### src/rtl/arm_hazard_pkg.sv
// Shared types and helpers for the ARM pipeline hazard/forwarding unit.
package arm_hazard_pkg;

    localparam int unsigned DEST_W_MAX = 8;
    localparam int unsigned FWD_NONE   = 0;

    // Destination tag carried alongside each instruction past ID
    typedef struct packed {
        logic                  valid;
        logic                  wb_en;
        logic                  mem_r_en;
        logic [DEST_W_MAX-1:0] dest;
    } tag_t;

    function automatic int unsigned fwd_sel_w(input int unsigned num_stages);
        return (num_stages < 2) ? 1 : $clog2(num_stages);
    endfunction

endpackage

### src/rtl/tag_pipe.sv
// Shift register of destination tags for the stages after ID; entry 0 is EX.
module tag_pipe
    import arm_hazard_pkg::*;
#(
    parameter int unsigned NUM_STAGES = 3
) (
    input  logic                  clk,
    input  logic                  rst,
    input  logic                  bubble,
    input  tag_t                  in_tag,
    output tag_t [NUM_STAGES-1:0] tags
);

    tag_t [NUM_STAGES-1:0] tags_q;

    // Downstream stages never stall, so every entry shifts every cycle
    always_ff @(posedge clk) begin
        if (!rst) begin
            tags_q <= '0;
        end else begin
            tags_q[0] <= bubble ? tag_t'('0) : in_tag;
            for (int unsigned k = 1; k < NUM_STAGES; k++) begin
                tags_q[k] <= tags_q[k-1];
            end
        end
    end

    assign tags = tags_q;

endmodule

### src/rtl/hazard_fwd_unit.sv
// RAW hazard detection, forwarding-select generation and stall counting
// for the instruction in ID against all older in-flight instructions.
module hazard_fwd_unit
    import arm_hazard_pkg::*;
#(
    parameter int unsigned REG_ADDR_W = 4,
    parameter int unsigned NUM_STAGES = 3,
    parameter bit          FWD_EN     = 1'b1,
    parameter int unsigned CNT_W      = 32
) (
    input  logic                          clk,
    input  logic                          rst,
    input  logic                          id_valid,
    input  logic [REG_ADDR_W-1:0]         id_src1,
    input  logic                          id_src1_en,
    input  logic [REG_ADDR_W-1:0]         id_src2,
    input  logic                          id_two_src,
    input  logic [REG_ADDR_W-1:0]         id_dest,
    input  logic                          id_wb_en,
    input  logic                          id_mem_r_en,
    input  logic                          flush,
    output logic                          freeze,
    output logic [$clog2(NUM_STAGES)-1:0] ex_fwd_sel_a,
    output logic [$clog2(NUM_STAGES)-1:0] ex_fwd_sel_b,
    output logic [CNT_W-1:0]              stall_cnt
);

    localparam int unsigned SEL_W = fwd_sel_w(NUM_STAGES);
    localparam int unsigned CMP_N = NUM_STAGES - 1;

    tag_t [NUM_STAGES-1:0] tags;
    tag_t                  id_tag_c;
    logic                  advance_c;
    logic                  hazard_c;
    logic [CMP_N-1:0]      hit_a_c;
    logic [CMP_N-1:0]      hit_b_c;
    logic [SEL_W-1:0]      sel_a_c;
    logic [SEL_W-1:0]      sel_b_c;
    logic                  unused_tags;

    assign id_tag_c = '{valid:    1'b1,
                        wb_en:    id_wb_en,
                        mem_r_en: id_mem_r_en,
                        dest:     DEST_W_MAX'(id_dest)};

    assign advance_c = id_valid && !freeze && !flush;

    tag_pipe #(
        .NUM_STAGES (NUM_STAGES)
    ) u_tag_pipe (
        .clk    (clk),
        .rst    (rst),
        .bubble (!advance_c),
        .in_tag (id_tag_c),
        .tags   (tags)
    );

    // WB entry and most load flags are carried but never compared
    assign unused_tags = ^tags;

    // Per-entry match of each enabled source; WB entry excluded
    always_comb begin
        hit_a_c = '0;
        hit_b_c = '0;
        for (int unsigned k = 0; k < CMP_N; k++) begin
            hit_a_c[k] = id_src1_en && tags[k].valid && tags[k].wb_en &&
                         (tags[k].dest == DEST_W_MAX'(id_src1));
            hit_b_c[k] = id_two_src && tags[k].valid && tags[k].wb_en &&
                         (tags[k].dest == DEST_W_MAX'(id_src2));
        end
    end

    always_comb begin
        hazard_c = 1'b0;
        sel_a_c  = SEL_W'(FWD_NONE);
        sel_b_c  = SEL_W'(FWD_NONE);
        if (FWD_EN) begin
            hazard_c = (hit_a_c[0] || hit_b_c[0]) && tags[0].mem_r_en;
            // Walk oldest to youngest so the youngest producer wins
            for (int k = int'(CMP_N) - 1; k >= 0; k--) begin
                if (hit_a_c[k]) begin
                    sel_a_c = SEL_W'(k + 1);
                end
                if (hit_b_c[k]) begin
                    sel_b_c = SEL_W'(k + 1);
                end
            end
        end else begin
            hazard_c = |{hit_a_c, hit_b_c};
        end
    end

    assign freeze = rst && id_valid && hazard_c && !flush;

    // Selects travel with the instruction into EX; bubbles carry no forwarding
    always_ff @(posedge clk) begin
        if (!rst) begin
            ex_fwd_sel_a <= '0;
            ex_fwd_sel_b <= '0;
            stall_cnt    <= '0;
        end else begin
            ex_fwd_sel_a <= advance_c ? sel_a_c : SEL_W'(FWD_NONE);
            ex_fwd_sel_b <= advance_c ? sel_b_c : SEL_W'(FWD_NONE);
            if (freeze && (stall_cnt != {CNT_W{1'b1}})) begin
                stall_cnt <= stall_cnt + CNT_W'(1);
            end
        end
    end

endmodule

### config.mk
export PLATFORM = sky130hd
export DESIGN_NAME = hazard_fwd_unit
export DESIGN_NICKNAME = d
export VERILOG_FILES = /design/src/rtl/arm_hazard_pkg.sv /design/src/rtl/tag_pipe.sv /design/src/rtl/hazard_fwd_unit.sv
export SDC_FILE = /design/constraint.sdc
export NUM_CORES = 1
export LEC_CHECK = 0
export ABC_AREA = 0
export BUFFER_PORTS_ARGS = -buffer_cell sky130_fd_sc_hd__buf_4
export CAP_MARGIN = 0
export CELL_PAD_IN_SITES_DETAIL_PLACEMENT = 0
export CELL_PAD_IN_SITES_GLOBAL_PLACEMENT = 2
export CORE_ASPECT_RATIO = 0.7
export CORE_MARGIN = 2
export CORE_UTILIZATION = 33
export DETAILED_ROUTE_END_ITERATION = 8
export PLACE_DENSITY_LB_ADDON = 0.1
export SYNTH_ARGS = -nofsm -noshare
export SYNTH_HDL_FRONTEND = slang
export SYNTH_SLANG_ARGS = --single-unit
export TNS_END_PERCENT = 100
### constraint.sdc
create_clock -name clk -period 3.85 [get_ports clk]
set_input_delay 0.1925 -clock clk [delete_from_list [all_inputs] [get_ports clk]]
set_output_delay 0.1925 -clock clk [all_outputs]
set_load 0.1 [all_outputs]
After elaboration in Yosys (flattened, before gate mapping)
Cells that the tools add are included.
{"block": "word_totals", "ff_bits": 57, "input_bits": 20, "output_inout_bits": 37}
{"block": "op_classes", "addsub": 1, "n_eq_ne": 5, "n_mux": 5, "n_bitwise": 2, "n_reduce_logical": 25}
{"op": "$add 32x1->32 const B", "n": 1}
{"op": "$eq 8x4->1", "n": 4}
{"op": "$ne 32x32->1 const B", "n": 1}
{"op": "$logic_and 1x1->1", "n": 19}
{"op": "$mux 11", "n": 1}
{"op": "$reduce_or 3->1", "n": 2}
{"op": "$mux 2", "n": 2}
{"op": "$logic_not 1->1", "n": 2}
{"op": "$mux 1", "n": 2}
{"op": "$not 1->1", "n": 2}
{"op": "$reduce_and 2->1", "n": 1}
{"op": "$logic_or 1x1->1", "n": 1}

Logic depth before layout (Yosys ltp)
{"block": "logic_depth", "depth_word": 12, "depth_mapped": 7, "mapped_depth_nobuf": 7}

By module
A second synthesis with hierarchy kept.
{"block": "unflattened", "cells_unflattened": 328, "hier_area_um2": 2975.4}
{"mod": "hazard_fwd_unit", "n_inst": 1, "cells_per_inst": 258, "area_each_um2": 2058.2, "seq_area_each_um2": 720.7}
{"mod": "tag_pipe", "n_inst": 1, "cells_per_inst": 70, "area_each_um2": 917.1, "seq_area_each_um2": 660.6}

Least setup slack after synthesis
No wires, ideal clock.
{"block": "synth_timing", "path_type": "register to register", "from": "register stall_cnt[0]", "to": "register stall_cnt[1]", "setup_ns": 0.128, "arrival_time_ns": 2.435, "slack_ns": 1.288, "path_stages_with_launch": 8, "cell_sequence": "dfxtp_1 -> ha_1 -> inv_1 -> nor4_1 -> nand4_1 -> nand3_4 -> mux2i_1 -> nor2_1"}
{"block": "synth_via", "elab_chain_len": 2}
{"item": "from (decl)", "line_no": "hazard_fwd_unit.sv:25", "source": "output logic [CNT_W-1:0] stall_cnt"}
{"item": "from (signal assigned)", "line_no": "hazard_fwd_unit.sv:105", "source": "stall_cnt <= stall_cnt + CNT_W'(1);"}
{"item": "branches (longest 2 deep; another with $add 32x1->32)"}
Several ways; the timed one is not identified.
A chain may end at the register's enable or synchronous reset.

Worst setup path after layout
{"block": "layout_timing", "from": "register u_tag_pipe.tags_q (netlist bit u_tag_pipe.tags[0])", "to": "register stall_cnt[18]"}
{"block": "layout_via", "elab_chain_len": 7}
{"item": "from (decl)", "line_no": "tag_pipe.sv:14", "source": "tag_t [NUM_STAGES-1:0] tags_q;"}
{"item": "from (signal, indexed assignment)", "line_no": "tag_pipe.sv:23", "source": "tags_q[k] <= tags_q[k-1];"}
{"item": "$eq 8x4->1 (on tied branches)", "line_no": "hazard_fwd_unit.sv:67, hazard_fwd_unit.sv:69"}
{"item": "$logic_and 1x1->1 (on tied branches)", "line_no": "hazard_fwd_unit.sv:66, hazard_fwd_unit.sv:68"}
{"item": "$logic_or 1x1->1 (*)", "line_no": "hazard_fwd_unit.sv:78", "source": "hazard_c = (hit_a_c[0] || hit_b_c[0]) && tags[0].mem_r_en;"}
{"item": "$logic_and 1x1->1 (*)", "line_no": "hazard_fwd_unit.sv:78"}
{"item": "$logic_and 1x1->1 (*) (2 in series)", "line_no": "hazard_fwd_unit.sv:93", "source": "assign freeze = rst && id_valid && hazard_c && !flush;"}
{"item": "$logic_and 1x1->1 (*)", "line_no": "hazard_fwd_unit.sv:104", "source": "if (freeze && (stall_cnt != {CNT_W{1'b1}})) begin"}
Every way passes the cells marked *; elsewhere a longest branch is shown, timed or not.

==> results_dict.tcl <==
set metrics [dict create \
    status "completed" \
    rr_worst_depth 6 \
    gr-usage-met3_pct 3.806 \
    synth_cells 259 \
    use_met1_pct 24.88 \
    die_y_um 73.64 \
    multiInputGateArea_mm2 0.001247 \
    ios 57 \
    dieArea_mm2 0.007619 \
    clock-root-buffer "clkbuf_8" \
    io_buffers 56 \
    cts_tree "done" \
    wirelength_mm 5.554 \
    clk_path_buf_depth 2 \
    worstPathRequired_ns 4.07 \
    area_growth_pct 26.87 \
    ctsHoldBuffers 0 \
    hold_violations 0 \
    reg2reg_from "u_tag_pipe.tags[0]" \
    grt_pass1_wl_mm 9.059 \
    path_max_fanout 13 \
    ir_worst_vdd_mv 0.1646 \
    drc 0 \
    synth_warnings 0 \
    ant_nets 0 \
    finalCriticalPeriod_ns 2.464 \
    cap_violations 0 \
    drt-pass1-iter-count 4 \
    whs_path_depth 2 \
    synth_edf_count 0 \
    synthArstFlopShare_pct 0 \
    drtIter0Drc 98 \
    grt-busiest-layer "met1" \
    mostFrequentLayoutCell "buf_4" \
    layout_common_cells "56 x buf_4, 49 x dfxtp_1, 23 x a21oi_1, 22 x o21ai_0, 22 x or3_1" \
    yosysSeqAreaShare_pct 42.91 \
    numCtsBuffers 5 \
    final_min_period_over_clock_period_pct 64.01 \
    htreeDepth 2 \
    grt_max_degree 29 \
    dp_hpwl_mm 4.105 \
    rsz0062_at_grt "no" \
    post_cts_resized 0 \
    start_util_pct 33.99 \
    p_leak_nw 1.052 \
    fillers 688 \
    met2_usage_pct 19.93 \
    finalSetupViolCount 0 \
    synth_cell_types 37 \
    max_freq_mhz 405.8 \
    synth_ff_type "dfxtp_1" \
    crit_path_end_kind "flop" \
    rows 25 \
    r2r_slack_ns 1.39 \
    worst_hold_startpoint "id_wb_en" \
    slew_headroom_pct 41.05 \
    r2r-end "stall_cnt[18]" \
    stdcell_count 411 \
    place.gp.congestion 0.8689 \
    coreArea_mm2 0.006725 \
    via_per_inst 4.927 \
    fin_skew_ns 0.01009 \
    hold_path_end "u_tag_pipe.tags[9]" \
    critPathKind "flop to flop" \
    antenna_found_initial 0 \
    hold_path.class "primary input to flop" \
    final-seq-area_um2 980.9 \
    tightest_slew_ns 0.8775 \
    die_w_um 103.5 \
    critPathLaunchType "flop" \
    grt.overflow.total 0 \
    p_per_area_mw_per_mm2 314.3 \
    drive_gt1_share_pct 23.66 \
    fin_nets 338 \
    arrival_ns 2.68 \
    wl_per_cell_um 13.51 \
    clk_pin_slew_ns 0.09 \
    ys_ff_latch 49 \
    vias 2025 \
    clock_latency_ns 0.30 \
    slowest_stage "o32ai_4" \
    grt_usage_pct 15.41 \
    syn_area_mm2 0.002286 \
    synth.avg_cell_area_um2 8.826 \
    path_cells "xnor2_1 -> nand3_1 -> o32ai_4 -> nand4_1 -> or3_1 -> a21oi_1" \
    dp.cells 404 \
    tns_ns 0 \
    syn-num-nets 280 \
    clock_sinks 49 \
    post_cts_buffers 0 \
    slew_viol_final 0 \
    diodes 0 \
    slowest_delay_ns 0.66 \
    grt_pass1_vias 1791 \
]
-- metrics by stage --
stage | worst slack (ns) | hold slack [ns] | power, mW | util [%] | area [µm²]
floorplan | 1.288 | 0.2694 | 0.5455 | - | 2286
global placement | 1.527 | 0.3947 | 0.5717 | 41.58 | 2796
detailed placement | 1.433 | 0.3979 | 0.5704 | 41.58 | 2796
CTS | 1.387 | 0.07744 | 0.9312 | 43.13 | 2900
global route | 1.115 | 0.08044 | 0.9560 | 43.13 | 2900
finish | 1.386 | 0.09133 | 0.9115 | 43.13 | 2900
-- Yosys cell counts (2+ instances only) --
cell,instances,share of area [%]
a21oi_1,23,5.0
and2_1,16,4.4
and3_1,5,1.4
and4_1,5,1.9
clkbuf_1,3,0.49
dfxtp_1,49,43
inv_1,7,1.1
mux2i_1,3,1.3
nand2_1,13,2.1
nand3_1,16,3.5
nand4_1,13,3.6
nand4_2,2,1.1
nor2_1,11,1.8
nor3_1,4,0.88
nor4_1,3,0.82
o21a_1,2,0.66
o21ai_0,22,4.8
o31ai_1,2,0.66
or2_2,3,0.82
or3_1,22,6.0
xnor2_1,12,4.6
xor2_1,8,3.1
-- flip-flops by register name (all words and copies together), names as in the netlist --
register,count
u_tag_pipe.tags,13
ex_fwd_sel_b,2
ex_fwd_sel_a,2
stall_cnt,32
-- report_power, final --
group          leakage (nW)  switching [mW]  internal [mW]  total (mW)
clock                0.0540           0.164          0.189       0.353
combinational         0.603          0.0232         0.0229      0.0461
sequential            0.395         0.00263          0.510       0.512
total                  1.05           0.190          0.722       0.912
-- routing by layer --
| layer | share of wire (%) | routed length (µm) |
|---|---|---|
| met3 | 4.8 | 264 |
| met1 | 56 | 3090 |
| met5 | 0 | 0 |
| met2 | 39 | 2172 |
| met4 | 0.47 | 26 |
-- critical path: cells and delay by family (launching register included) --
family | cells | cell delay [ns]
AND/OR/NAND/NOR | 3 | 1.06
AO/OA/AOI/OAI | 2 | 0.81
XOR/XNOR | 1 | 0.13
flip-flops | 1 | 0.39
-- worst max-delay path by stage --
stage / from / end / slack (ns) / depth (start not counted)
detailed placement: u_tag_pipe.tags[0] / stall_cnt[18] / 1.43 / 6
CTS: u_tag_pipe.tags[0] / stall_cnt[18] / 1.39 / 6
finish: u_tag_pipe.tags[0] / stall_cnt[18] / 1.39 / 6
floorplan: stall_cnt[0] / stall_cnt[1] / 1.29 / 7
global placement: u_tag_pipe.tags[3] / stall_cnt[20] / 1.53 / 6
global route: u_tag_pipe.tags[2] / stall_cnt[18] / 1.12 / 6
-- cell type report --
cell class              count  share of cell area [%]
clock buffers               5                   2.373
clock inverters             2                   1.208
inverters                   8                   1.035
multi-input cells         197                   43.01
flip-flops and latches     49                   33.82
well taps                  94                   4.055
repair buffers             56                   14.50
-- cell families (layout without fill, tap and decap cells) --
group | count (synthesis) | after routing | synth area share, %
multiplexers | 3 | 3 | 1.314
flip-flops | 49 | 49 | 42.91
AO/OA/AOI/OAI | 53 | 53 | 13.57
adder cells (fa/ha/maj) | 1 | 1 | 0.5473
AND/OR/NAND/NOR | 120 | 120 | 31.47
buffers and inverters | 13 | 71 | 2.518
XOR/XNOR | 20 | 20 | 7.663
Note: power is estimated with default switching activity, not from simulation.
